<file path="config.mk">
export PLATFORM = sky130hd
export DESIGN_NAME = control_unit_risc
export DESIGN_NICKNAME = d
export VERILOG_FILES = /design/src/rtl/control_unit_risc_pkg.sv /design/src/rtl/control_unit_risc.sv
export SDC_FILE = /design/constraint.sdc
export NUM_CORES = 1
export LEC_CHECK = 0
export ABC_AREA = 1
export BUFFER_PORTS_ARGS = -buffer_cell sky130_fd_sc_hd__buf_4
export CORE_UTILIZATION = 50
export DETAILED_ROUTE_END_ITERATION = 7
export GPL_TIMING_DRIVEN = 0
export PLACE_DENSITY = 0.83
export SLEW_MARGIN = 15
export SYNTH_ARGS = -nofsm -noshare
export SYNTH_HDL_FRONTEND = slang
export SYNTH_SLANG_ARGS = --single-unit
</file>
<file path="constraint.sdc">
create_clock -name clk -period 2.94 [get_ports clk]
set_input_delay 0.147 -clock clk [delete_from_list [all_inputs] [get_ports clk]]
set_output_delay 0.147 -clock clk [all_outputs]
set_load 0.005 [all_outputs]
</file>
<file path="src/rtl/control_unit_risc_pkg.sv">
// Shared encodings for the RISC-SPM controller: opcodes (common with the ALU),
// FSM states, bus mux select codes and instruction field positions.
package control_unit_risc_pkg;

    localparam int WORD_SIZE = 8;
    localparam int OP_SIZE   = 4;
    localparam int SEL1_SIZE = 3;
    localparam int SEL2_SIZE = 2;

    localparam int OPC_MSB  = 7;
    localparam int OPC_LSB  = 4;
    localparam int SRC_MSB  = 3;
    localparam int SRC_LSB  = 2;
    localparam int DEST_MSB = 1;
    localparam int DEST_LSB = 0;

    localparam logic [3:0] OP_NOP = 4'h0;
    localparam logic [3:0] OP_ADD = 4'h1;
    localparam logic [3:0] OP_SUB = 4'h2;
    localparam logic [3:0] OP_AND = 4'h3;
    localparam logic [3:0] OP_NOT = 4'h4;
    localparam logic [3:0] OP_RD  = 4'h5;
    localparam logic [3:0] OP_WR  = 4'h6;
    localparam logic [3:0] OP_BR  = 4'h7;
    localparam logic [3:0] OP_BRZ = 4'h8;
    localparam logic [3:0] OP_EQZ = 4'h9;
    localparam logic [3:0] OP_LDR = 4'hA;

    localparam logic [2:0] SEL1_R0 = 3'd0;
    localparam logic [2:0] SEL1_R1 = 3'd1;
    localparam logic [2:0] SEL1_R2 = 3'd2;
    localparam logic [2:0] SEL1_R3 = 3'd3;
    localparam logic [2:0] SEL1_PC = 3'd4;

    localparam logic [1:0] SEL2_ALU  = 2'd0;
    localparam logic [1:0] SEL2_BUS1 = 2'd1;
    localparam logic [1:0] SEL2_MEM  = 2'd2;

    typedef enum logic [3:0] {
        S_idle, S_fet1, S_fet2, S_dec, S_ex1,
        S_rd1, S_rd2, S_wr1, S_wr2, S_br1, S_br2,
        S_brz, S_ldr1, S_halt
    } state_t;

    // One-hot register file load strobe for a destination field.
    function automatic logic [3:0] dest_load(input logic [1:0] dest);
        return 4'b0001 << dest;
    endfunction

endpackage

</file>
<file path="src/rtl/control_unit_risc.sv">
// Multi-cycle Moore controller for the RISC-SPM datapath (fetch, decode, execute).
// Outputs decode combinationally from the state register and the IR fields.
// Synchronous active-low reset returns to S_idle and abandons any instruction.
module control_unit_risc
    import control_unit_risc_pkg::*;
#(
    parameter int word_size = 8,
    parameter int op_size   = 4,
    parameter int sel1_size = 3,
    parameter int sel2_size = 2
) (
    input  logic                 clk,
    input  logic                 rst,
    input  logic [word_size-1:0] instruction,
    input  logic                 zero,
    output logic                 load_r0,
    output logic                 load_r1,
    output logic                 load_r2,
    output logic                 load_r3,
    output logic                 load_pc,
    output logic                 inc_pc,
    output logic                 load_ir,
    output logic                 load_add_r,
    output logic                 load_reg_y,
    output logic                 load_reg_z,
    output logic [sel1_size-1:0] sel_bus_1_mux,
    output logic [sel2_size-1:0] sel_bus_2_mux,
    output logic [op_size-1:0]   alu_sel,
    output logic                 write,
    output logic                 halted
);

    state_t      state;
    state_t      next_state;
    logic [3:0]  opcode;
    logic [1:0]  src;
    logic [1:0]  dest;
    logic [3:0]  load_r;
    logic [2:0]  sel1;
    logic [1:0]  sel2;

    assign opcode = instruction[OPC_MSB:OPC_LSB];
    assign src    = instruction[SRC_MSB:SRC_LSB];
    assign dest   = instruction[DEST_MSB:DEST_LSB];

    always_ff @(posedge clk) begin
        if (!rst) state <= S_idle;
        else      state <= next_state;
    end

    always_comb begin
        next_state = state;
        load_r     = 4'b0000;
        load_pc    = 1'b0;
        inc_pc     = 1'b0;
        load_ir    = 1'b0;
        load_add_r = 1'b0;
        load_reg_y = 1'b0;
        load_reg_z = 1'b0;
        write      = 1'b0;
        halted     = 1'b0;
        sel1       = SEL1_R0;
        // Idle-time default keeps the ALU opcode at NOP outside ALU cycles.
        sel2       = SEL2_BUS1;
        case (state)
            S_idle: begin
                sel2       = SEL2_ALU;
                next_state = S_fet1;
            end
            S_fet1: begin
                sel1       = SEL1_PC;
                load_add_r = 1'b1;
                next_state = S_fet2;
            end
            S_fet2: begin
                sel2       = SEL2_MEM;
                load_ir    = 1'b1;
                inc_pc     = 1'b1;
                next_state = S_dec;
            end
            S_dec: begin
                case (opcode)
                    OP_NOP: next_state = S_fet1;
                    OP_ADD, OP_SUB, OP_AND, OP_EQZ: begin
                        sel1       = {1'b0, src};
                        load_reg_y = 1'b1;
                        next_state = S_ex1;
                    end
                    OP_NOT: begin
                        sel1       = {1'b0, src};
                        sel2       = SEL2_ALU;
                        load_reg_z = 1'b1;
                        load_r     = dest_load(dest);
                        next_state = S_fet1;
                    end
                    OP_RD, OP_WR, OP_BR, OP_BRZ: begin
                        // Operand address byte follows the opcode, so it is fetched via PC.
                        sel1       = SEL1_PC;
                        load_add_r = 1'b1;
                        inc_pc     = (opcode == OP_RD) || (opcode == OP_WR);
                        next_state = (opcode == OP_RD) ? S_rd1 :
                                     (opcode == OP_WR) ? S_wr1 :
                                     (opcode == OP_BR) ? S_br1 : S_brz;
                    end
                    OP_LDR: begin
                        sel1       = {1'b0, src};
                        load_add_r = 1'b1;
                        next_state = S_ldr1;
                    end
                    default: next_state = S_halt;
                endcase
            end
            S_ex1: begin
                sel1       = {1'b0, dest};
                sel2       = SEL2_ALU;
                load_reg_z = 1'b1;
                if (opcode != OP_EQZ) load_r = dest_load(dest);
                next_state = S_fet1;
            end
            S_rd1, S_wr1, S_br1: begin
                sel2       = SEL2_MEM;
                load_add_r = 1'b1;
                next_state = (state == S_rd1) ? S_rd2 :
                             (state == S_wr1) ? S_wr2 : S_br2;
            end
            S_rd2, S_ldr1: begin
                sel2       = SEL2_MEM;
                load_r     = dest_load(dest);
                next_state = S_fet1;
            end
            S_wr2: begin
                sel1       = {1'b0, src};
                write      = 1'b1;
                next_state = S_fet1;
            end
            S_br2: begin
                sel2       = SEL2_MEM;
                load_pc    = 1'b1;
                next_state = S_fet1;
            end
            S_brz: begin
                if (zero) begin
                    sel2       = SEL2_MEM;
                    load_add_r = 1'b1;
                    next_state = S_br2;
                end else begin
                    // Not taken: step PC over the branch address byte.
                    inc_pc     = 1'b1;
                    next_state = S_fet1;
                end
            end
            S_halt: begin
                halted     = 1'b1;
                next_state = S_halt;
            end
            default: next_state = S_idle;
        endcase
    end

    assign load_r0       = load_r[0];
    assign load_r1       = load_r[1];
    assign load_r2       = load_r[2];
    assign load_r3       = load_r[3];
    assign sel_bus_1_mux = sel1;
    assign sel_bus_2_mux = sel2;
    assign alu_sel       = (sel2 == SEL2_ALU && state != S_idle) ? opcode : OP_NOP;

endmodule

</file>
==> impl_metrics.toml, run 1 <==
[run_status]
status = "complete, no violations"

[synthesis]
yosys-top-cells-area = "nand2_1 26%, nor2_1 13%, inv_1 12%, dfxtp_1 11%, nand3_1 9.4%"
synth_top_area_cell = "nand2_1"
synthCells = 149
ys_types = 25
synth_nets = 160
synth.yosys.seq_area_share_pct = 10.76
syn_area_per_cell_um2 = 4.996
yosys_warnings = 0
yosysTopAreaCellShare_pct = 26.22
syn_area_um2 = 744.5
synth-seq-cells = 4

[route]
dr.pass1.iters = 5
drtIter0Drc = 32
vias_per_cell = 5.111
drc = 0
dr_total_vias = 1012
drt_wl_total_um = 1995
antenna_left = 0
wire_per_inst_um = 10.08

[pwr]
combPwrFrac_pct = 45.8
leakage_nw = 0.6442
clockPowerShare_pct = 28.5
switching_share_pct = 37.09
ir_drop_v = 0.0002760
pwr-share-seq_pct = 25.8
powerDensity_nw_per_um2 = 238.9
p_sw_mw = 0.09024
p_int_mw = 0.1531
total_power_mw = 0.2433

[cts]
clock_latency_ns = 0.24
cts-root-buf = "clkbuf_4"
post-cts-setup-buffer-count = 0
clk_path_buf_depth = 2
path_clk_slew_ns = 0.04
cts_resized = 0
cts_inserted_buffers = 3
cts.sinks = 4
htreeDepth = 1
postCtsHoldBufs = 0
cts_tree = "yes"

[die]
core_um2 = 1350
pin_count = 32
initial_utilization_pct = 55.14
die_h_um = 40.59
die_area_um2 = 1647
rows = 13
chipWidth_um = 40.59

[timing]
fin_worst_skew_ns = 0.003274
hold_viol = 0
finalSetupTns_ns = 0
worstMarginPinSlew_ns = 0.4625
rsz0062_at_grt = "false"
relSlewSlack_pct = 69.00
period_minus_slack_ns = 1.743
timing.final.ws_setup_ns = 1.197
post-route-period-util_pct = 59.30
setup_viol = 0
slew_violations = 0
clock.fmax_ghz = 0.5736

[placed_design]
dp_hpwl_um = 1650
io_buffers = 31
gp_congestion = 0.7898
place_ws_ns = 1.453
dpl.cell_count = 195
placed_area_um2 = 996.0

[final_layout]
antenna_cells = 0
area_delta_synth_final_pct = 36.81
largest_reg_flops = 4
mostFrequentLayoutCell = "nand2_1"
drive_gt1_share_pct = 26.23
design_area_um2 = 1018
reg_top3 = "state (4)"
instances_no_fill = 198
top_register = "state"
nNetsFinal = 196
layout_common_cells = "52 x nand2_1, 32 x buf_4, 25 x nor2_1, 24 x inv_1, 14 x nand3_1"

[worst_setup_path]
crit_type = "register to primary output"
cp.required_ns = 2.79
reg2reg_from = "state[3]"
reg2reg_depth = 6
worstPathMaxFanout = 8
worstSetupEndpointType = "primary output"
cp-start-kind = "register"
critPathArrivalTime_ns = 1.60
rr_endpoint = "state[3]"
r2r_slack_ns = 1.65

[global_routing]
gr-total-overflow = 0
grt_usage_pct = 25.48
grt_max_degree = 11
grt_pass1_wl_um = 2891
grt_antenna_before_repair = 0
grt_pass1_vias = 732

[worst_hold_path]
holdPathStages = 3
min_from = "rst"
min_to = "state[0]"
hold_path_class = "input port to register"

[run]
max_cap_viol_count = 0
stage by stage:
| stage | util (%) | hold slack, ns |
|---|---|---|
| floorplan | - | 0.3089 |
| global placement | 73.77 | 0.4188 |
| detailed placement | 73.77 | 0.4285 |
| CTS | 75.44 | 0.1770 |
| global route | 75.44 | 0.2047 |
| finish | 75.44 | 0.1843 |
cell families (layout without fill, tap and decap cells):
| kind of cell | Yosys count | after routing | synth area share (%) |
|---|---|---|---|
| buffers and inverters | 28 | 62 | 15.63 |
| flip-flops | 4 | 4 | 10.76 |
| AO/OA/AOI/OAI | 14 | 14 | 12.27 |
| AND/OR/NAND/NOR | 103 | 103 | 61.34 |
synth_stat cells:
cell type,instances
a21o_1,1
a21oi_1,4
a21oi_2,1
a31oi_1,1
buf_4,1
buf_6,1
dfxtp_1,4
inv_1,24
inv_2,2
nand2_1,52
nand2_2,2
nand2_4,1
nand3_1,14
nand3_2,1
nand3b_1,1
nand4_1,2
nor2_1,25
nor2_2,1
nor2_4,2
nor3_1,1
nor3_2,1
o211ai_1,3
o21ai_0,1
o21ai_2,1
o22ai_1,2
how the worst max path moves through the flow:
stage,start,to,depth (start not counted)
floorplan,state[2],sel_bus_1_mux[0],9
global placement,state[2],load_r3,6
detailed placement,state[2],load_r1,6
CTS,state[2],load_r1,6
global route,state[1],load_r3,6
finish,state[2],load_r1,6
worst max-delay path, stage by stage, from the launching register on:
cell and delay (ns):
dfxtp_1 0.30, buf_4 0.16, inv_1 0.09, nor3_2 0.43, nand3_1 0.13, o211ai_1 0.12
buf_4 0.13
cell type report:
cell class	instances	area (um^2)
Buffer	2	18.77
Clock buffer	3	22.52
Fill cell	111	331.6
Inverter	26	97.59
Multi-Input combinational cell	117	548.0
Sequential cell	4	80.08
Tap cell	15	18.77
Timing Repair Buffer	31	232.7
layer usage:
| metal | up-vias | global-route usage, % | share of wire, % |
|---|---|---|---|
| met5 | - | 0 | 0 |
| met4 | 0 | 2.500 | 0 |
| met3 | 0 | 6.667 | 7.7 |
| met2 | 44 | 44.44 | 50 |
| met1 | 431 | 31.83 | 43 |
| li1 | 537 | - | - |
power groups by stage:
stage	sequential, mW	clock (mW)	combinational [mW]
after floorplan	0.0625	0	0.0661
final	0.0627	0.0693	0.111
after CTS	0.0626	0.0713	0.111
after global routing	0.0635	0.0758	0.126
after detailed placement	0.0635	0	0.111
after global placement	0.0635	0	0.108
Power figures use the tool's default switching activity.
==> run 2: changes to the inputs <==
--- a/config.mk
+++ b/config.mk
@@ -7,10 +7,10 @@
 export LEC_CHECK = 0
 export ABC_AREA = 1
 export BUFFER_PORTS_ARGS = -buffer_cell sky130_fd_sc_hd__buf_4
-export CORE_UTILIZATION = 50
+export CORE_UTILIZATION = 47
 export DETAILED_ROUTE_END_ITERATION = 7
 export GPL_TIMING_DRIVEN = 0
-export PLACE_DENSITY = 0.83
+export PLACE_DENSITY = 0.79
 export SLEW_MARGIN = 15
 export SYNTH_ARGS = -nofsm -noshare
 export SYNTH_HDL_FRONTEND = slang
==> constraint.sdc (replaced) <==
create_clock -name clk -period 1.7 [get_ports clk]
set_input_delay 0.085 -clock clk [delete_from_list [all_inputs] [get_ports clk]]
set_output_delay 0.085 -clock clk [all_outputs]
set_load 0.005 [all_outputs]
==> run 2 against run 1 <==
Against the previous run:
- highest routed layer unchanged
- sequential power rose by 79%
- sequential share of layout area down 0.15 points
- utilization decreased by 2.4 points
- first-iteration DRC count increased by 6.3%
- critical path type unchanged
- critical path depth grew 4
- combinational power is 87% higher
- largest power group unchanged
- register-to-register slack got worse by 1.2 ns
- worst setup slack worse by 1.1 ns
==> impl_metrics.toml, run 2 (synthesis results as in run 1) <==
[global_routing]
grt_antenna_before_repair = 0
grt_pass1_vias = 888
grt_usage_pct = 24.93
grt_pass1_wl_um = 3560
grt_max_degree = 11
gr-total-overflow = 0

[timing]
slew_violations = 0
period_minus_slack_ns = 1.582
clock.fmax_ghz = 0.6321
hold_viol = 0
finalSetupTns_ns = 0
setup_viol = 0
relSlewSlack_pct = 80.94
post-route-period-util_pct = 93.07
worstMarginPinSlew_ns = 0.2848
fin_worst_skew_ns = 0.002857
rsz0062_at_grt = "false"

[final_layout]
reg_top3 = "state (4)"
area_delta_synth_final_pct = 46.05
largest_reg_flops = 4
nNetsFinal = 200
layout_common_cells = "51 x nand2_1, 36 x buf_4, 22 x inv_1, 22 x nor2_1, 14 x nand3_1"
top_register = "state"
design_area_um2 = 1087
antenna_cells = 0
mostFrequentLayoutCell = "nand2_1"
drive_gt1_share_pct = 33.16
nFillCells = 130

[route]
wire_per_inst_um = 10.20
vias_per_cell = 5.054
dr_total_vias = 1026
dr.pass1.iters = 4
drc = 0
drt_wl_total_um = 2071
drtIter0Drc = 34
antenna_left = 0

[die]
core_um2 = 1489
initial_utilization_pct = 50.00
rows = 14
pin_count = 32
chipWidth_um = 41.80
die_area_um2 = 1747
die_h_um = 41.80

[worst_hold_path]
min_to = "state[1]"
hold_path_class = "input port to register"
min_from = "rst"
holdPathStages = 3

[pwr]
pwr-share-seq_pct = 25.6
total_power_mw = 0.4395
leakage_nw = 0.6639
p_sw_mw = 0.1655
clockPowerShare_pct = 27.1
powerDensity_nw_per_um2 = 404.2
switching_share_pct = 37.65
combPwrFrac_pct = 47.3
p_int_mw = 0.2740
ir_drop_v = 0.0004677

[cts]
clk_path_buf_depth = 2
cts_tree = "yes"
clock_latency_ns = 0.24
htreeDepth = 1
path_clk_slew_ns = 0.04
cts.sinks = 4
cts-root-buf = "clkbuf_4"
cts_inserted_buffers = 3
postCtsHoldBufs = 0

[worst_setup_path]
worstSetupEndpointType = "primary output"
cp_slowest_cell = "dfxtp_1"
cp-start-kind = "register"
worstPathMaxFanout = 10
reg2reg_from = "state[3]"
critical_path.max_stage_delay_ns = 0.29
rr_endpoint = "state[3]"
r2r_slack_ns = 0.48
crit_type = "register to primary output"
reg2reg_depth = 6
critPathArrivalTime_ns = 1.50
cp.required_ns = 1.62
cp_cell_sequence = "buf_4, nor2_2, nand2_2, inv_2, buf_6, nand2_2, nand3_2, nand2_1, nand2_1, buf_4"

[placed_design]
dp_hpwl_um = 1642
gp_congestion = 0.9231
placed_area_um2 = 997.2
io_buffers = 31

[run]
max_cap_viol_count = 0

[run_status]
status = "complete, no violations"
-- run 2: cell types whose count changed in the layout (fill, tap and decap cells not counted), moves of 2 or more --
cell,before,now
buf_4,32,36
dfxtp_1,4,1
dfxtp_2,0,3
inv_1,24,22
inv_2,2,4
nor2_1,25,22
nor2_2,1,3
-- run 2: timing repair --
item	CTS	global route
pin swaps	0	3
endpoints found under the hold margin	0	0
endpoints found under the setup margin	1	12
gates resized for setup	1	12
setup buffers	0	4
-- run 2: final cells by class --
class	instances	area, um^2	share of cell area [%]
Multi-Input combinational cell	117	581.8	53.51
Timing Repair Buffer	35	262.8	24.17
Inverter	26	97.59	8.976
Sequential cell	4	83.83	7.710
Clock buffer	3	22.52	2.071
Tap cell	16	20.02	1.841
Buffer	2	18.77	1.726
-- run 2: power by group through the flow --
stage | clock, mW | combinational [mW] | sequential, mW
3_5_place_dp | 0 | 0.192 | 0.110
4_1_cts | 0.123 | 0.194 | 0.109
6_report | 0.119 | 0.208 | 0.112
3_3_place_gp | 0 | 0.189 | 0.110
5_1_grt | 0.132 | 0.234 | 0.114
2_1_floorplan | 0 | 0.114 | 0.108
-- run 2: worst max-delay path: cells and delay by family (launching register included) --
kind / cells / cell delay (ns)
simple gates: 6 / 0.49
buf+inv: 4 / 0.48
flops: 1 / 0.29
-- run 2: per-layer routing --
metal | wire length [um] | global-route usage (%) | vias up | part of all wire [%]
met3 | 98 | 5.652 | 0 | 4.7
met1 | 934 | 31.91 | 447 | 45
met2 | 1038 | 42.50 | 36 | 50
li1 | - | - | 543 | -
met5 | 0 | 0 | - | 0
met4 | 0 | 5.161 | 0 | 0
-- run 2: per-stage QoR --
stage | instances | setup WS [ns] | utilization [%] | hold slack (ns)
after floorplan | 149 | 0.5338 | - | 0.2469
after global placement | 196 | 0.2832 | 66.97 | 0.3549
after detailed placement | 196 | 0.2532 | 66.97 | 0.3552
after CTS | 199 | 0.01775 | 68.91 | 0.1146
after global routing | 203 | 0.005806 | 73.03 | 0.1602
final | 203 | 0.1179 | 73.03 | 0.1186
-- run 2: worst max path at each step --
stage | startpoint | end | cells after the start | slack [ns]
global route | state[2] | load_r3 | 8 | 0.006
global placement | state[2] | load_r3 | 6 | 0.28
detailed placement | state[2] | load_r3 | 6 | 0.25
CTS | state[2] | load_r3 | 8 | 0.02
finish | state[2] | sel_bus_1_mux[0] | 10 | 0.12
floorplan | state[2] | sel_bus_1_mux[0] | 9 | 0.53
==> run 3: changes to the inputs <==
--- a/config.mk
+++ b/config.mk
@@ -10,7 +10,7 @@
 export CORE_UTILIZATION = 47
 export DETAILED_ROUTE_END_ITERATION = 7
 export GPL_TIMING_DRIVEN = 0
-export PLACE_DENSITY = 0.79
+export PLACE_DENSITY_LB_ADDON = 0.2
 export SLEW_MARGIN = 15
 export SYNTH_ARGS = -nofsm -noshare
 export SYNTH_HDL_FRONTEND = slang
==> run 3 against run 2 <==
Against the previous run:
- maximum frequency shrank 2.0%
- worst setup slack lost 0.032 ns
- final cell count grew 1.5%
- non-clock buffer count grew 3
- critical path depth shrank 2
- register-to-register slack lost 0.09 ns
- sequential power is essentially flat
- final area grew 2.4%
- routed wire length shrank 1.5%
- utilization grew 1.8 points
- largest power group unchanged
==> impl_metrics.toml, run 3 (synthesis results as in run 1) <==
[run_status]
status = "complete, no violations"

[placed_design]
io_buffers = 31
dpl.cell_count = 196
dp_hpwl_um = 1583
gp_congestion = 0.8701
placed_area_um2 = 997.2

[pwr]
powerDensity_nw_per_um2 = 386.5
total_power_mw = 0.4304
leakage_nw = 0.6845
ir_drop_v = 0.0003331

[final_layout]
largest_reg_flops = 4
top_register = "state"
nNetsFinal = 203
antenna_cells = 0
design_area_um2 = 1114
area_delta_synth_final_pct = 49.58
instances_no_fill = 206
drive_gt1_share_pct = 33.68
utilization_pct = 74.79
layout_common_cells = "51 x nand2_1, 38 x buf_4, 23 x nor2_1, 22 x inv_1, 14 x nand3_1"
reg_top3 = "state (4)"
nFillCells = 130
mostFrequentLayoutCell = "nand2_1"

[worst_setup_path]
worstPathMaxFanout = 7
cp.required_ns = 1.62
cp-start-kind = "register"
crit_type = "register to primary output"
worstSetupEndpointType = "primary output"
critPathArrivalTime_ns = 1.53

[timing]
setup_viol = 0
post-route-period-util_pct = 94.93
slew_violations = 0
hold_ws_ns = 0.1106
clock.fmax_ghz = 0.6196
fin_worst_skew_ns = 0.0004509
period_minus_slack_ns = 1.614
worstMarginPinSlew_ns = 0.3284
hold_viol = 0
relSlewSlack_pct = 78.03

[cts]
cts.sinks = 4
htreeDepth = 1
cts_inserted_buffers = 3
postCtsHoldBufs = 0
cts_tree = "yes"
clk_path_buf_depth = 2
clock_latency_ns = 0.23
cts-root-buf = "clkbuf_4"
path_clk_slew_ns = 0.04

[die]
rows = 14
initial_utilization_pct = 50.00
die_area_um2 = 1747
chipWidth_um = 41.80
core_um2 = 1489
die_h_um = 41.80
pin_count = 32

[route]
dr.pass1.iters = 4
vias_per_cell = 5.136
drc = 0
wire_per_inst_um = 9.898
antenna_left = 0
drtIter0Drc = 64
drt_wl_total_um = 2039
dr_total_vias = 1058

[global_routing]
gr-total-overflow = 0
grt_antenna_before_repair = 0
grt_pass1_wl_um = 3553
grt_pass1_vias = 929
grt_usage_pct = 24.66
grt_max_degree = 11

[worst_hold_path]
hold_path_class = "input port to register"

[run]
max_cap_viol_count = 0
## run 3: cell count changes in the layout (fill, tap and decap cells not counted), sizes merged
cell      delta
buf          +3
clkinvlp     +1
inv          -1
## run 3: per-stage QoR
stage	TNS (ns)	setup slack (ns)
after CTS	0	0.001997
after detailed placement	0	0.2429
final	0	0.08613
after global routing	-0.03933	-0.02949
after global placement	0	0.3033
after floorplan	0	0.5338
## run 3: timing repair
item	in CTS	in global routing
setup buffers	0	7
hold endpoints to repair	0	0
resized for setup	0	14
endpoints found under the setup margin	0	13
## run 3: metal layers
| layer | routed length (um) | up-vias | share of wire [%] | global-route usage (%) |
|---|---|---|---|---|
| li1 | - | 552 | - | - |
| met1 | 904 | 474 | 44 | 31.38 |
| met2 | 1047 | 32 | 51 | 44.38 |
| met3 | 87 | 0 | 4.3 | 3.478 |
| met4 | 0 | 0 | 0 | 3.871 |
| met5 | 0 | - | 0 | 0 |
## run 3: path summary, 6_finish.rpt
kind	start	end	slack, ns	depth (start not counted)
setup reg to reg	state[2]	state[0]	0.39	10
hold reg to reg	state[2]	state[2]	0.62	3
hold / removal	rst	state[1]	0.11	3
setup / recovery	state[2]	load_r1	0.09	8
## run 3: final cells by class
class                           instances  area, um^2  area share (%)
Buffer                                  2       22.52           2.022
Clock buffer                            3       22.52           2.022
Inverter                               26       101.3           9.101
Multi-Input combinational cell        117       574.3           51.57
Sequential cell                         4       87.58           7.865
Tap cell                               16       20.02           1.798
Timing Repair Buffer                   38       285.3           25.62
## run 3: critical path, stage by stage (launching register included)
cell	delay [ns]
dfxtp_2	0.31
buf_6	0.13
clkinvlp_4	0.14
nor2_4	0.15
nand2_2	0.09
o21ai_4	0.10
inv_2	0.06
o211ai_1	0.18
buf_4	0.14
## run 3: where the power goes
part | total, mW | switching [mW] | internal, mW
clock network | 0.116 | 0.0368 | 0.0788
logic | 0.204 | 0.113 | 0.0912
registers | 0.111 | 0.00981 | 0.101
